<file path="config.mk">
export PLATFORM = sky130hd
export DESIGN_NAME = uart_tx
export DESIGN_NICKNAME = d
export VERILOG_FILES = /design/src/rtl/uart_tx_pkg.sv /design/src/rtl/uart_baud_cnt.sv /design/src/rtl/uart_tx.sv
export SDC_FILE = /design/constraint.sdc
export NUM_CORES = 1
export LEC_CHECK = 0
export ABC_CLOCK_PERIOD_IN_PS = 3900
export BUFFER_PORTS_ARGS = -buffer_cell sky130_fd_sc_hd__buf_2
export CAP_MARGIN = 20
export CORE_UTILIZATION = 35
export CTS_CLUSTER_DIAMETER = 60
export DETAILED_ROUTE_END_ITERATION = 8
export GPL_TIMING_DRIVEN = 0
export PLACE_DENSITY = 0.53
export SLEW_MARGIN = 20
export SYNTH_ARGS = -nofsm -noshare
export SYNTH_HDL_FRONTEND = slang
export SYNTH_SLANG_ARGS = --single-unit
</file>
<file path="constraint.sdc">
create_clock -name clk -period 3.9 [get_ports clk]
set_input_delay 1.17 -clock clk [delete_from_list [all_inputs] [get_ports clk]]
set_output_delay 1.17 -clock clk [all_outputs]
set_load 0.02 [all_outputs]
</file>
<file path="src/rtl/uart_tx_pkg.sv">
// Shared definitions for the UART transmitter: FSM encodings, parity codes and the parity helper.
package uart_tx_pkg;

    typedef enum logic [2:0] {
        UTX_IDLE,
        UTX_START,
        UTX_DATA,
        UTX_PAR,
        UTX_STOP
    } utx_state_e;

    localparam int unsigned PAR_NONE  = 0;
    localparam int unsigned PAR_EVEN  = 1;
    localparam int unsigned PAR_ODD   = 2;
    localparam int unsigned DATA_BITS = 8;

    function automatic logic parity_bit(input logic [7:0] data, input int unsigned mode);
        return (mode == PAR_ODD) ? ~^data : ^data;
    endfunction

endpackage

</file>
<file path="src/rtl/uart_baud_cnt.sv">
// Bit-period counter: counts 0..div and flags the last cycle of each bit period.
module uart_baud_cnt #(
    parameter int unsigned DIV_WIDTH = 16
) (
    input  logic                 clk,
    input  logic                 reset,
    input  logic                 restart,
    input  logic [DIV_WIDTH-1:0] div,
    output logic                 tick
);

    logic [DIV_WIDTH-1:0] cnt_q;

    assign tick = (cnt_q == div);

    always_ff @(posedge clk) begin
        if (!reset || restart || tick) begin
            cnt_q <= '0;
        end else begin
            cnt_q <= cnt_q + DIV_WIDTH'(1);
        end
    end

endmodule

</file>
<file path="src/rtl/uart_tx.sv">
// UART transmitter with a single-entry holding register so consecutive frames run gap-free.
module uart_tx
    import uart_tx_pkg::*;
#(
    parameter int unsigned DIV_WIDTH = 16,
    parameter int unsigned STOP_BITS = 1,
    parameter int unsigned PARITY    = 0
) (
    input  logic                 clk,
    input  logic                 reset,
    input  logic [DIV_WIDTH-1:0] baud_div,
    input  logic                 wr_en,
    input  logic [7:0]           wr_data,
    input  logic                 clr_ovr,
    output logic                 ready,
    output logic                 busy,
    output logic                 tx_done,
    output logic                 overrun,
    output logic                 TxD
);

    utx_state_e           state_q;
    logic [7:0]           hold_q;
    logic                 hold_full_q;
    logic                 hold_full_d;
    logic [7:0]           shift_q;
    logic                 par_q;
    logic [2:0]           bit_cnt_q;
    logic [DIV_WIDTH-1:0] div_q;
    logic                 txd_q;
    logic                 busy_q;
    logic                 done_q;
    logic                 ovr_q;
    logic                 ready_q;

    logic tick;
    logic last_stop;
    logic frame_end;
    logic load;
    logic accept;

    assign ready   = ready_q;
    assign busy    = busy_q;
    assign tx_done = done_q;
    assign overrun = ovr_q;
    assign TxD     = txd_q;

    uart_baud_cnt #(
        .DIV_WIDTH(DIV_WIDTH)
    ) u_baud_cnt (
        .clk    (clk),
        .reset  (reset),
        .restart(load),
        .div    (div_q),
        .tick   (tick)
    );

    always_comb begin
        last_stop = (bit_cnt_q == 3'(STOP_BITS - 1));
        frame_end = (state_q == UTX_STOP) && tick && last_stop;
        // A pending byte starts either from idle or straight out of the last stop bit.
        load      = hold_full_q && ((state_q == UTX_IDLE) || frame_end);
        accept    = wr_en && !hold_full_q;
        hold_full_d = hold_full_q;
        if (load) begin
            hold_full_d = 1'b0;
        end
        if (accept) begin
            hold_full_d = 1'b1;
        end
    end

    always_ff @(posedge clk) begin
        if (!reset) begin
            state_q     <= UTX_IDLE;
            hold_q      <= '0;
            hold_full_q <= 1'b0;
            shift_q     <= '0;
            par_q       <= 1'b0;
            bit_cnt_q   <= '0;
            div_q       <= '0;
            txd_q       <= 1'b1;
            busy_q      <= 1'b0;
            done_q      <= 1'b0;
            ovr_q       <= 1'b0;
            ready_q     <= 1'b1;
        end else begin
            hold_full_q <= hold_full_d;
            ready_q     <= !hold_full_d;
            done_q      <= frame_end;
            if (accept) begin
                hold_q <= wr_data;
            end
            if (wr_en && hold_full_q) begin
                ovr_q <= 1'b1;
            end else if (clr_ovr) begin
                ovr_q <= 1'b0;
            end

            if (load) begin
                state_q   <= UTX_START;
                shift_q   <= hold_q;
                par_q     <= parity_bit(hold_q, PARITY);
                div_q     <= baud_div;
                bit_cnt_q <= '0;
                txd_q     <= 1'b0;
                busy_q    <= 1'b1;
            end else if (tick) begin
                unique case (state_q)
                    UTX_START: begin
                        state_q   <= UTX_DATA;
                        txd_q     <= shift_q[0];
                        shift_q   <= shift_q >> 1;
                        bit_cnt_q <= '0;
                    end
                    UTX_DATA: begin
                        if (bit_cnt_q == 3'(DATA_BITS - 1)) begin
                            bit_cnt_q <= '0;
                            if (PARITY != PAR_NONE) begin
                                state_q <= UTX_PAR;
                                txd_q   <= par_q;
                            end else begin
                                state_q <= UTX_STOP;
                                txd_q   <= 1'b1;
                            end
                        end else begin
                            bit_cnt_q <= bit_cnt_q + 3'd1;
                            txd_q     <= shift_q[0];
                            shift_q   <= shift_q >> 1;
                        end
                    end
                    UTX_PAR: begin
                        state_q   <= UTX_STOP;
                        txd_q     <= 1'b1;
                        bit_cnt_q <= '0;
                    end
                    UTX_STOP: begin
                        if (last_stop) begin
                            state_q <= UTX_IDLE;
                            busy_q  <= 1'b0;
                        end else begin
                            bit_cnt_q <= bit_cnt_q + 3'd1;
                        end
                    end
                    default: begin
                        state_q <= UTX_IDLE;
                    end
                endcase
            end
        end
    end

endmodule

</file>
==> flow_summary.ini, run 1 <==
[die]
die_w_um = 87.7
start_util_pct = 37.0
io_pins = 33
rows = 30
core_um2 = 6940
dieArea_um2 = 7690
die_h_um = 87.7

[worst_setup_path]
critical_path_class = reg -> reg
crit_path_end_kind = register
crit_path_start_kind = register
cp_max_fo = 10
cp.arrival_ns = 2.60
worst_ep_required_time_ns = 4.11

[sta]
skew_ns = 0.00670
drv_slew = 0
setup_ws_ns = 1.51
hold_violations = 0
rsz0062_at_grt = no
maxSlewHeadroom_pct = 62.5
period_minus_slack_ns = 2.39
fin_setup_tns_ns = 0
setup_viol = 0
max_freq_ghz = 0.418
fin_crit_sh_pct = 61.3
worst_pin_slew_ns = 0.562

[final_layout]
num-fill-cells = 708
drive_gt1_share_pct = 15.4
nNetsFinal = 352
syn2layout_area_growth_pct = 18.0
antenna_cells = 0
multi_input_area_um2 = 1270
regArea_um2 = 1200
stdcell_count = 420

[clocking]
numCtsBuffers = 9
h-tree-depth = 3
cts_tree = yes
clockBufferDepth = 2
cts_resized = 0
cts.sink_count = 60
cts_root_buf = clkbuf_8
clk_latency_ns = 0.33
postCtsSetupBuffers = 0
cts.reportedPaths.clkPinSlew_ns = 0.06
cts_hold_buffers = 0

[place]
io_buffers = 31
hpwl_um = 3780
post-place-cells = 405
place.gp.congestion = 0.732
place_ws_ns = 1.52

[logic_synthesis]
ys.flop_type = dfxtp_1
yosysWarnings = 0
yosysTopAreaCellShare_pct = 46.7
synth-async-reset-ratio_pct = 0
netlist_area_um2 = 2570
yosysTopAreaCell = dfxtp_1
synthTopCellsByArea = dfxtp_1 (47%), mux2i_1 (12%), xor2_1 (7.5%), nor2_1 (7.0%), a21oi_1 (3.3%)
synth_seq_area_share_pct = 46.7
synth-seq-cells = 60
synth_edf_count = 0
syn_nets = 310
syn_avg_cell_area_um2 = 9.25
synthDistinctLibCells = 33
syn_inst = 278

[power_and_ir_drop]
total_power_uw = 1950
ir_drop_mv = 0.316
leakage_uw = 0.00141
p_per_area_nw_per_um2 = 643

[route]
drtIter0Drc = 90
dr.pass1.iters = 4
post_drt_via_cell_ratio = 4.61
finalWirelength_um = 5120
vias = 1937
drc_errors = 0
routedWlPerCell_um = 12.2
ant_nets = 0

[run]
maxCapViolations = 0

[worst_hold_path]
hold_path.class = reg -> reg

[grt]
track_usage_pct = 15.2
grt_max_degree = 11
antenna_found_initial = 0
first_global_vias = 1841
grt_pass1_wl_um = 8710
grt_overflow = 0

[outcome]
status = finished clean
## state kept, by name, summed over array words and instances, names as in the netlist, 3 cells and up
| name | count |
|---|---|
| div_q | 16 |
| hold_q | 8 |
| state_q | 3 |
| bit_cnt_q | 3 |
| shift_q | 8 |
| u_baud_cnt.cnt_q | 16 |
## kinds of logic after synthesis
logic type	synth area share [%]
and+or+nand+nor	17.6
DFF	46.7
AOI/OAI and AO/OA	7.83
xor gates and xnor gates	10.2
muxes	11.7
buffers and inverters	4.04
adders and majority gates	1.95
## worst max-delay path: stages, from the launching register on
cell,delay [ns]
dfxtp_1,0.42
xor2_1,0.11
nor4_1,0.44
nand4_1,0.31
clkbuf_1,0.29
nand3_1,0.33
buf_2,0.29
nor2_1,0.08
## worst paths after layout
check / start / to / slack, ns / depth (start not counted)
max: u_baud_cnt.cnt_q[7] / u_baud_cnt.cnt_q[12] / 1.51 / 7
min: overrun / overrun / 0.47 / 2
max reg2reg: u_baud_cnt.cnt_q[7] / u_baud_cnt.cnt_q[12] / 1.51 / 7
min reg2reg: overrun / overrun / 0.47 / 2
## cell usage after synthesis (2+ instances only)
library cell / count
a21oi_1: 17
nor2_1: 48
o21ai_1: 7
xnor2_1: 8
nand2_1: 12
nand3_1: 6
dfxtp_1: 60
mux2i_1: 30
nand4_1: 4
nor2b_1: 2
inv_1: 8
and3_1: 7
nor4_1: 5
o21ai_0: 5
or2_0: 2
ha_1: 4
xor2_1: 22
buf_2: 2
clkbuf_1: 8
nand2b_1: 5
buf_6: 3
o31ai_1: 2
## per-layer routing
layer / wire length, um / vias to the layer above / track usage, %
met2: 2230 / 34 / 22.8
met4: 38 / 0 / 4.92
li1: - / 1023 / -
met3: 220 / 5 / 6.41
met1: 2630 / 875 / 19.8
met5: 0 / - / 0
## per-stage QoR
| stage | utilization [%] | hold slack (ns) | instance area, um2 |
|---|---|---|---|
| after floorplan | - | 0.444 | 2570 |
| after global placement | 41.0 | 0.455 | 2850 |
| after detailed placement | 41.0 | 0.464 | 2850 |
| after CTS | 43.7 | 0.478 | 3030 |
| after global routing | 43.7 | 0.498 | 3030 |
| final | 43.7 | 0.470 | 3030 |
## where the power goes
group          internal (uW)  switching [uW]  total, uW  leakage, uW
combinational            267             350        618     0.000824
clock                    296             220        516    0.0000986
sequential               733            83.0        816     0.000490
## layout make-up
class / instances / area share, %
sequential: 60 / 39.6
clock inverter: 1 / 0.165
inverter: 8 / 0.990
multi-input combinational: 197 / 41.7
timing repair buffer: 31 / 5.11
clock buffer: 14 / 6.02
buffer: 13 / 2.43
tap: 96 / 3.96
## placed cells by master (no fill, tap or decap)
master / netlist / final
nand4_1: 4 / 4
a21o_1: 1 / 1
o31ai_1: 2 / 2
clkbuf_1: 8 / 9
or2_0: 2 / 2
or2_1: 1 / 1
or3_1: 1 / 1
nand2b_1: 5 / 5
xor2_1: 22 / 22
o21ai_1: 7 / 7
a22oi_1: 1 / 1
nor4_1: 5 / 5
buf_6: 3 / 3
nor2b_1: 2 / 2
xnor2_1: 8 / 8
and3_1: 7 / 7
o31a_1: 1 / 1
clkinv_2: 0 / 1
buf_2: 2 / 33
a211o_1: 1 / 1
a21oi_1: 17 / 17
o21ai_0: 5 / 5
or3b_1: 1 / 1
nor2_1: 48 / 48
nor3_1: 1 / 1
inv_1: 8 / 8
mux2i_1: 30 / 30
dfxtp_1: 60 / 60
and2_1: 1 / 1
ha_1: 4 / 4
o41ai_1: 1 / 1
nand3_1: 6 / 6
nand2_1: 12 / 12
clkbuf_8: 0 / 13
nor3b_1: 1 / 1
No activity file was read; power rests on OpenSTA's default activity.
==> run 2: changes to the inputs <==
ABC_AREA = 1   (was unset)
ABC_CLOCK_PERIOD_IN_PS = 2100   (was 3900)
PLACE_DENSITY = 0.54   (was 0.53)
clock period = 2.1 ns   (was 3.9 ns; I/O delays follow)
==> flow_summary.ini, run 2 <==
[sta]
fin_crit_sh_pct = 89.1
period_minus_slack_ns = 1.87
max_freq_ghz = 0.534
setup_viol = 0
skew_ns = 0.00538
fin_setup_tns_ns = 0
worst_pin_slew_ns = 0.496
hold_violations = 0
drv_slew = 0
rsz0062_at_grt = no
maxSlewHeadroom_pct = 66.9

[clocking]
cts_tree = yes
cts.sink_count = 60
numCtsBuffers = 9
cts_root_buf = clkbuf_8
clk_latency_ns = 0.33
cts.reportedPaths.clkPinSlew_ns = 0.07
cts_hold_buffers = 0
h-tree-depth = 3
clockBufferDepth = 2

[power_and_ir_drop]
p_clk_share_pct = 37.7
switchingPower_uw = 739
p_per_area_nw_per_um2 = 823
ir_drop_mv = 0.442
p_sw_share_pct = 27.3
p_int_uw = 1970
leakage_uw = 0.00148
sequentialPowerShare_pct = 46.9
pwr-share-comb_pct = 15.4

[worst_setup_path]
r2r_end = div_q[10]
crit_path_start_kind = register
timing.rr.start = u_baud_cnt.cnt_q[3]
critPathMaxStageDelay_ns = 0.38
cp_cell_sequence = inv_1, nand2_1, nand2_1, nor2_1, nand2_1, nor2_2, nand3_2, nand2_4, nand2_4, clkbuf_4, o21ai_0, nor2_1
crit_end = div_q[10]
worst_ep_required_time_ns = 2.33
cp_max_fo = 10
cp-startpoint = u_baud_cnt.cnt_q[3]
crit_top_cell = nand2_1
cp.arrival_ns = 2.10
crit_path_end_kind = register
worstRegToRegCells = 12
r2r_slack_ns = 0.23
critical_path_class = reg -> reg
crit_slowest_cell = dfxtp_1

[logic_synthesis]
synthDistinctLibCells = 27
synth_most_common_cell = nand2_1
yosysWarnings = 0
synth-async-reset-ratio_pct = 0
syn_nets = 442
yosysTopAreaCell = dfxtp_1
synthTopCellsByArea = dfxtp_1 (43%), nand2_1 (11%), nor2_1 (11%), inv_1 (7.0%), nand3_1 (5.2%)
yosysTopAreaCellShare_pct = 43.0
synth_seq_area_share_pct = 43.0
synth_commonest_cells = nand2_1 (85), nor2_1 (81), dfxtp_1 (60)
syn_avg_cell_area_um2 = 6.81
ys.flop_type = dfxtp_1
syn_inst = 410
netlist_area_um2 = 2790
synth_edf_count = 0
synth-seq-cells = 60

[final_layout]
regArea_um2 = 1200
num-fill-cells = 823
antenna_cells = 0
top_regs = div_q: 16 flops, u_baud_cnt.cnt_q: 16 flops
nNetsFinal = 485
final_cell_mix = nand2_1 (85), nor2_1 (80), dfxtp_1 (59)
final_common_cell = nand2_1
multi_input_area_um2 = 1310
finalCoreUtilization_pct = 42.6
drive_gt1_share_pct = 13.8
syn2layout_area_growth_pct = 17.8

[route]
ant_nets = 0
drc_errors = 0
vias = 2548
dr.pass1.iters = 4
routedWlPerCell_um = 10.6
drtIter0Drc = 89
finalWirelength_um = 5950
post_drt_via_cell_ratio = 4.55

[worst_hold_path]
hold_path.class = reg -> reg

[die]
core_um2 = 7730
die_w_um = 91.3
die_h_um = 91.3
start_util_pct = 36.1
rows = 32
io_pins = 33
dieArea_um2 = 8340

[grt]
first_global_vias = 2340
grt_overflow = 0
track_usage_pct = 15.8
grt_max_degree = 11
grt_pass1_wl_um = 10300
antenna_found_initial = 0

[outcome]
status = finished clean

[place]
io_buffers = 31
place.gp.congestion = 0.823
hpwl_um = 4330

[run]
maxCapViolations = 0
## run 2: layer usage
layer,part of all wire [%],up-vias,global-route usage [%]
met5,0,-,0
met4,1.3,0,5.69
met3,4.3,8,6.03
met2,47,41,26.9
met1,47,1130,18.0
li1,-,1369,-
## run 2: what timing repair did
item,in CTS,in global routing
buffers inserted,0,1
setup endpoints to repair,0,26
resized for setup,0,8
## run 2: power by group through the flow
stage	Clock, uW	Sequential (uW)	Combinational (uW)
global placement	0	1290	409
CTS	1050	1270	416
global route	1100	1280	483
detailed placement	0	1300	414
floorplan	0	1290	296
finish	1020	1270	417
## run 2: cells by family after synthesis
kind of cell    share of synthesized area [%]
simple gates                             31.7
compound gates                           9.99
xor+xnor                                 3.45
flops                                    43.0
buf+inv                                  10.1
fa+ha+maj                                1.79
## run 2: cell type report
| class | count | area share (%) |
|---|---|---|
| multi-input combinational | 282 | 39.9 |
| timing repair buffer | 32 | 4.94 |
| clock buffer | 16 | 6.09 |
| tap | 102 | 3.88 |
| inverter | 56 | 6.43 |
| buffer | 12 | 2.21 |
| sequential | 60 | 36.6 |
## run 2: worst min-delay path by stage
stage | cells past startpoint | from | end | slack [ns]
after global placement | 2 | hold_q[4] | hold_q[4] | 0.45
after global routing | 2 | hold_q[4] | hold_q[4] | 0.48
final | 2 | hold_q[6] | hold_q[6] | 0.46
after detailed placement | 2 | hold_q[4] | hold_q[4] | 0.45
after CTS | 2 | hold_q[4] | hold_q[4] | 0.46
after floorplan | 2 | hold_q[5] | hold_q[5] | 0.43
## run 2: through the flow
stage | cell area [um2] | hold slack (ns) | std cells | power, uW | setup WS (ns)
6_report | 3290 | 0.461 | 560 | 2710 | 0.228
5_1_grt | 3290 | 0.478 | 560 | 2870 | 0.0326
4_1_cts | 3280 | 0.460 | 559 | 2740 | 0.0498
3_5_place_dp | 3080 | 0.449 | 543 | 1710 | 0.0699
3_3_place_gp | 3080 | 0.446 | 543 | 1700 | 0.0829
2_1_floorplan | 2790 | 0.430 | 410 | 1590 | 0.514
## run 2: worst max-delay path: cells and delay by family (launching register included)
| family | cells | cell delay, ns |
|---|---|---|
| and+or+nand+nor | 9 | 0.94 |
| buffers and inverters | 2 | 0.28 |
| AOI/OAI and AO/OA | 1 | 0.17 |
| DFF | 1 | 0.38 |
==> run 3: changes to the inputs <==
ABC_AREA = unset   (was 1)
PLACE_DENSITY = 0.55   (was 0.54)
==> flow_summary.ini, run 3 (same netlist as run 1, synthesis figures left out) <==
[outcome]
status = finished clean

[place]
place_ws_ns = -0.230
io_buffers = 31
placedInstanceArea_um2 = 2850
place.gp.congestion = 0.748
hpwl_um = 3770
post-place-cells = 405

[power_and_ir_drop]
leakage_uw = 0.00149
ir_drop_mv = 0.477
p_per_area_nw_per_um2 = 1230

[clocking]
cts_tree = yes
cts_root_buf = clkbuf_8
clk_latency_ns = 0.33
cts.reportedPaths.clkPinSlew_ns = 0.06
clockBufferDepth = 2
cts.sink_count = 60
h-tree-depth = 3
numCtsBuffers = 9

[grt]
grt_max_degree = 17
grt_pass1_wl_um = 9100
track_usage_pct = 16.1
grt_overflow = 0
antenna_found_initial = 0
first_global_vias = 1898

[worst_setup_path]
worst_ep_required_time_ns = 2.31
worstRegToRegCells = 8
crit_path_start_kind = register
cp.arrival_ns = 2.24
critical_path_class = reg -> reg
cp_max_fo = 4
crit_path_end_kind = register

[final_layout]
syn2layout_area_growth_pct = 24.8
nNetsFinal = 358
final_common_cell = dfxtp_1
finalCoreUtilization_pct = 46.2
fin_area_um2 = 3210
top_regs = div_q: 16 flops, u_baud_cnt.cnt_q: 16 flops
antenna_cells = 0
final_cell_mix = dfxtp_1 (53), nor2_1 (48), buf_2 (33)
drive_gt1_share_pct = 23.0
stdcell_count = 427

[die]
core_um2 = 6940
dieArea_um2 = 7690
io_pins = 33
rows = 30
die_h_um = 87.7
die_w_um = 87.7
start_util_pct = 37.0

[sta]
drv_slew = 0
maxSlewHeadroom_pct = 58.8
period_minus_slack_ns = 2.03
skew_ns = 0.00513
hold_violations = 0
worst_pin_slew_ns = 0.618
rsz0062_at_grt = yes
setup_viol = 0
fin_crit_sh_pct = 96.7
max_freq_ghz = 0.493
setup_ws_ns = 0.0700

[route]
drc_errors = 0
drtIter0Drc = 88
vias = 1972
routedWlPerCell_um = 12.7
post_drt_via_cell_ratio = 4.62
finalWirelength_um = 5440
ant_nets = 0
dr.pass1.iters = 4

[worst_hold_path]
hold_path.class = reg -> reg
whs_path_depth = 2

[run]
maxCapViolations = 0
-- run 3: cell type report --
type	instances	area (um2)
Multi-Input combinational cell	197	1350
Sequential cell	60	1220
Fill cell	688	3730
Tap cell	96	120
Clock buffer	15	176
Inverter	8	30.0
Timing Repair Buffer	39	233
Buffer	11	77.6
Clock inverter	1	5.00
-- run 3: where the power goes --
group	total [uW]	switching, uW	internal, uW
combinational	1440	742	701
sequential	1530	168	1370
clock	955	430	525
-- run 3: metal layers --
layer  vias to the layer above  GRT usage [%]  wire length, um
met2                        40           24.1             2470
li1                       1033              -                -
met3                         7           4.34              210
met4                         0           8.05               70
met1                       892           21.3             2690
met5                         -              0                0
-- run 3: timing repair --
item	4_1_cts	5_1_grt
setup endpoints to repair	44	49
resized for setup	15	17
pin swaps	4	4
hold buffers	0	0
cloned	2	0
setup buffers	5	1
endpoints found under the hold margin	0	0
-- run 3: final timing paths --
path | startpoint | endpoint | slack [ns]
max | u_baud_cnt.cnt_q[7] | div_q[2] | 0.07
min | busy | busy | 0.46
max reg2reg | u_baud_cnt.cnt_q[7] | div_q[2] | 0.07
min reg2reg | busy | busy | 0.46
-- run 3: stage by stage --
| stage | setup TNS (ns) | hold slack [ns] | total power, uW |
|---|---|---|---|
| 4_1_cts | -0.00461 | 0.472 | 3920 |
| 5_1_grt | -0.830 | 0.489 | 4220 |
| 6_report | 0 | 0.464 | 3930 |
| 3_5_place_dp | -6.32 | 0.463 | 2690 |
| 3_3_place_gp | -5.12 | 0.457 | 2670 |
| 2_1_floorplan | 0 | 0.444 | 2410 |
-- run 3: critical path: stages (launching register included) --
cell and delay [ns]:
dfxtp_4 0.34, xor2_1 0.16, nor4_4 0.32, nand4_1 0.23
o31a_1 0.35, buf_2 0.16, buf_4 0.14, mux2i_1 0.14
nor2_1 0.05
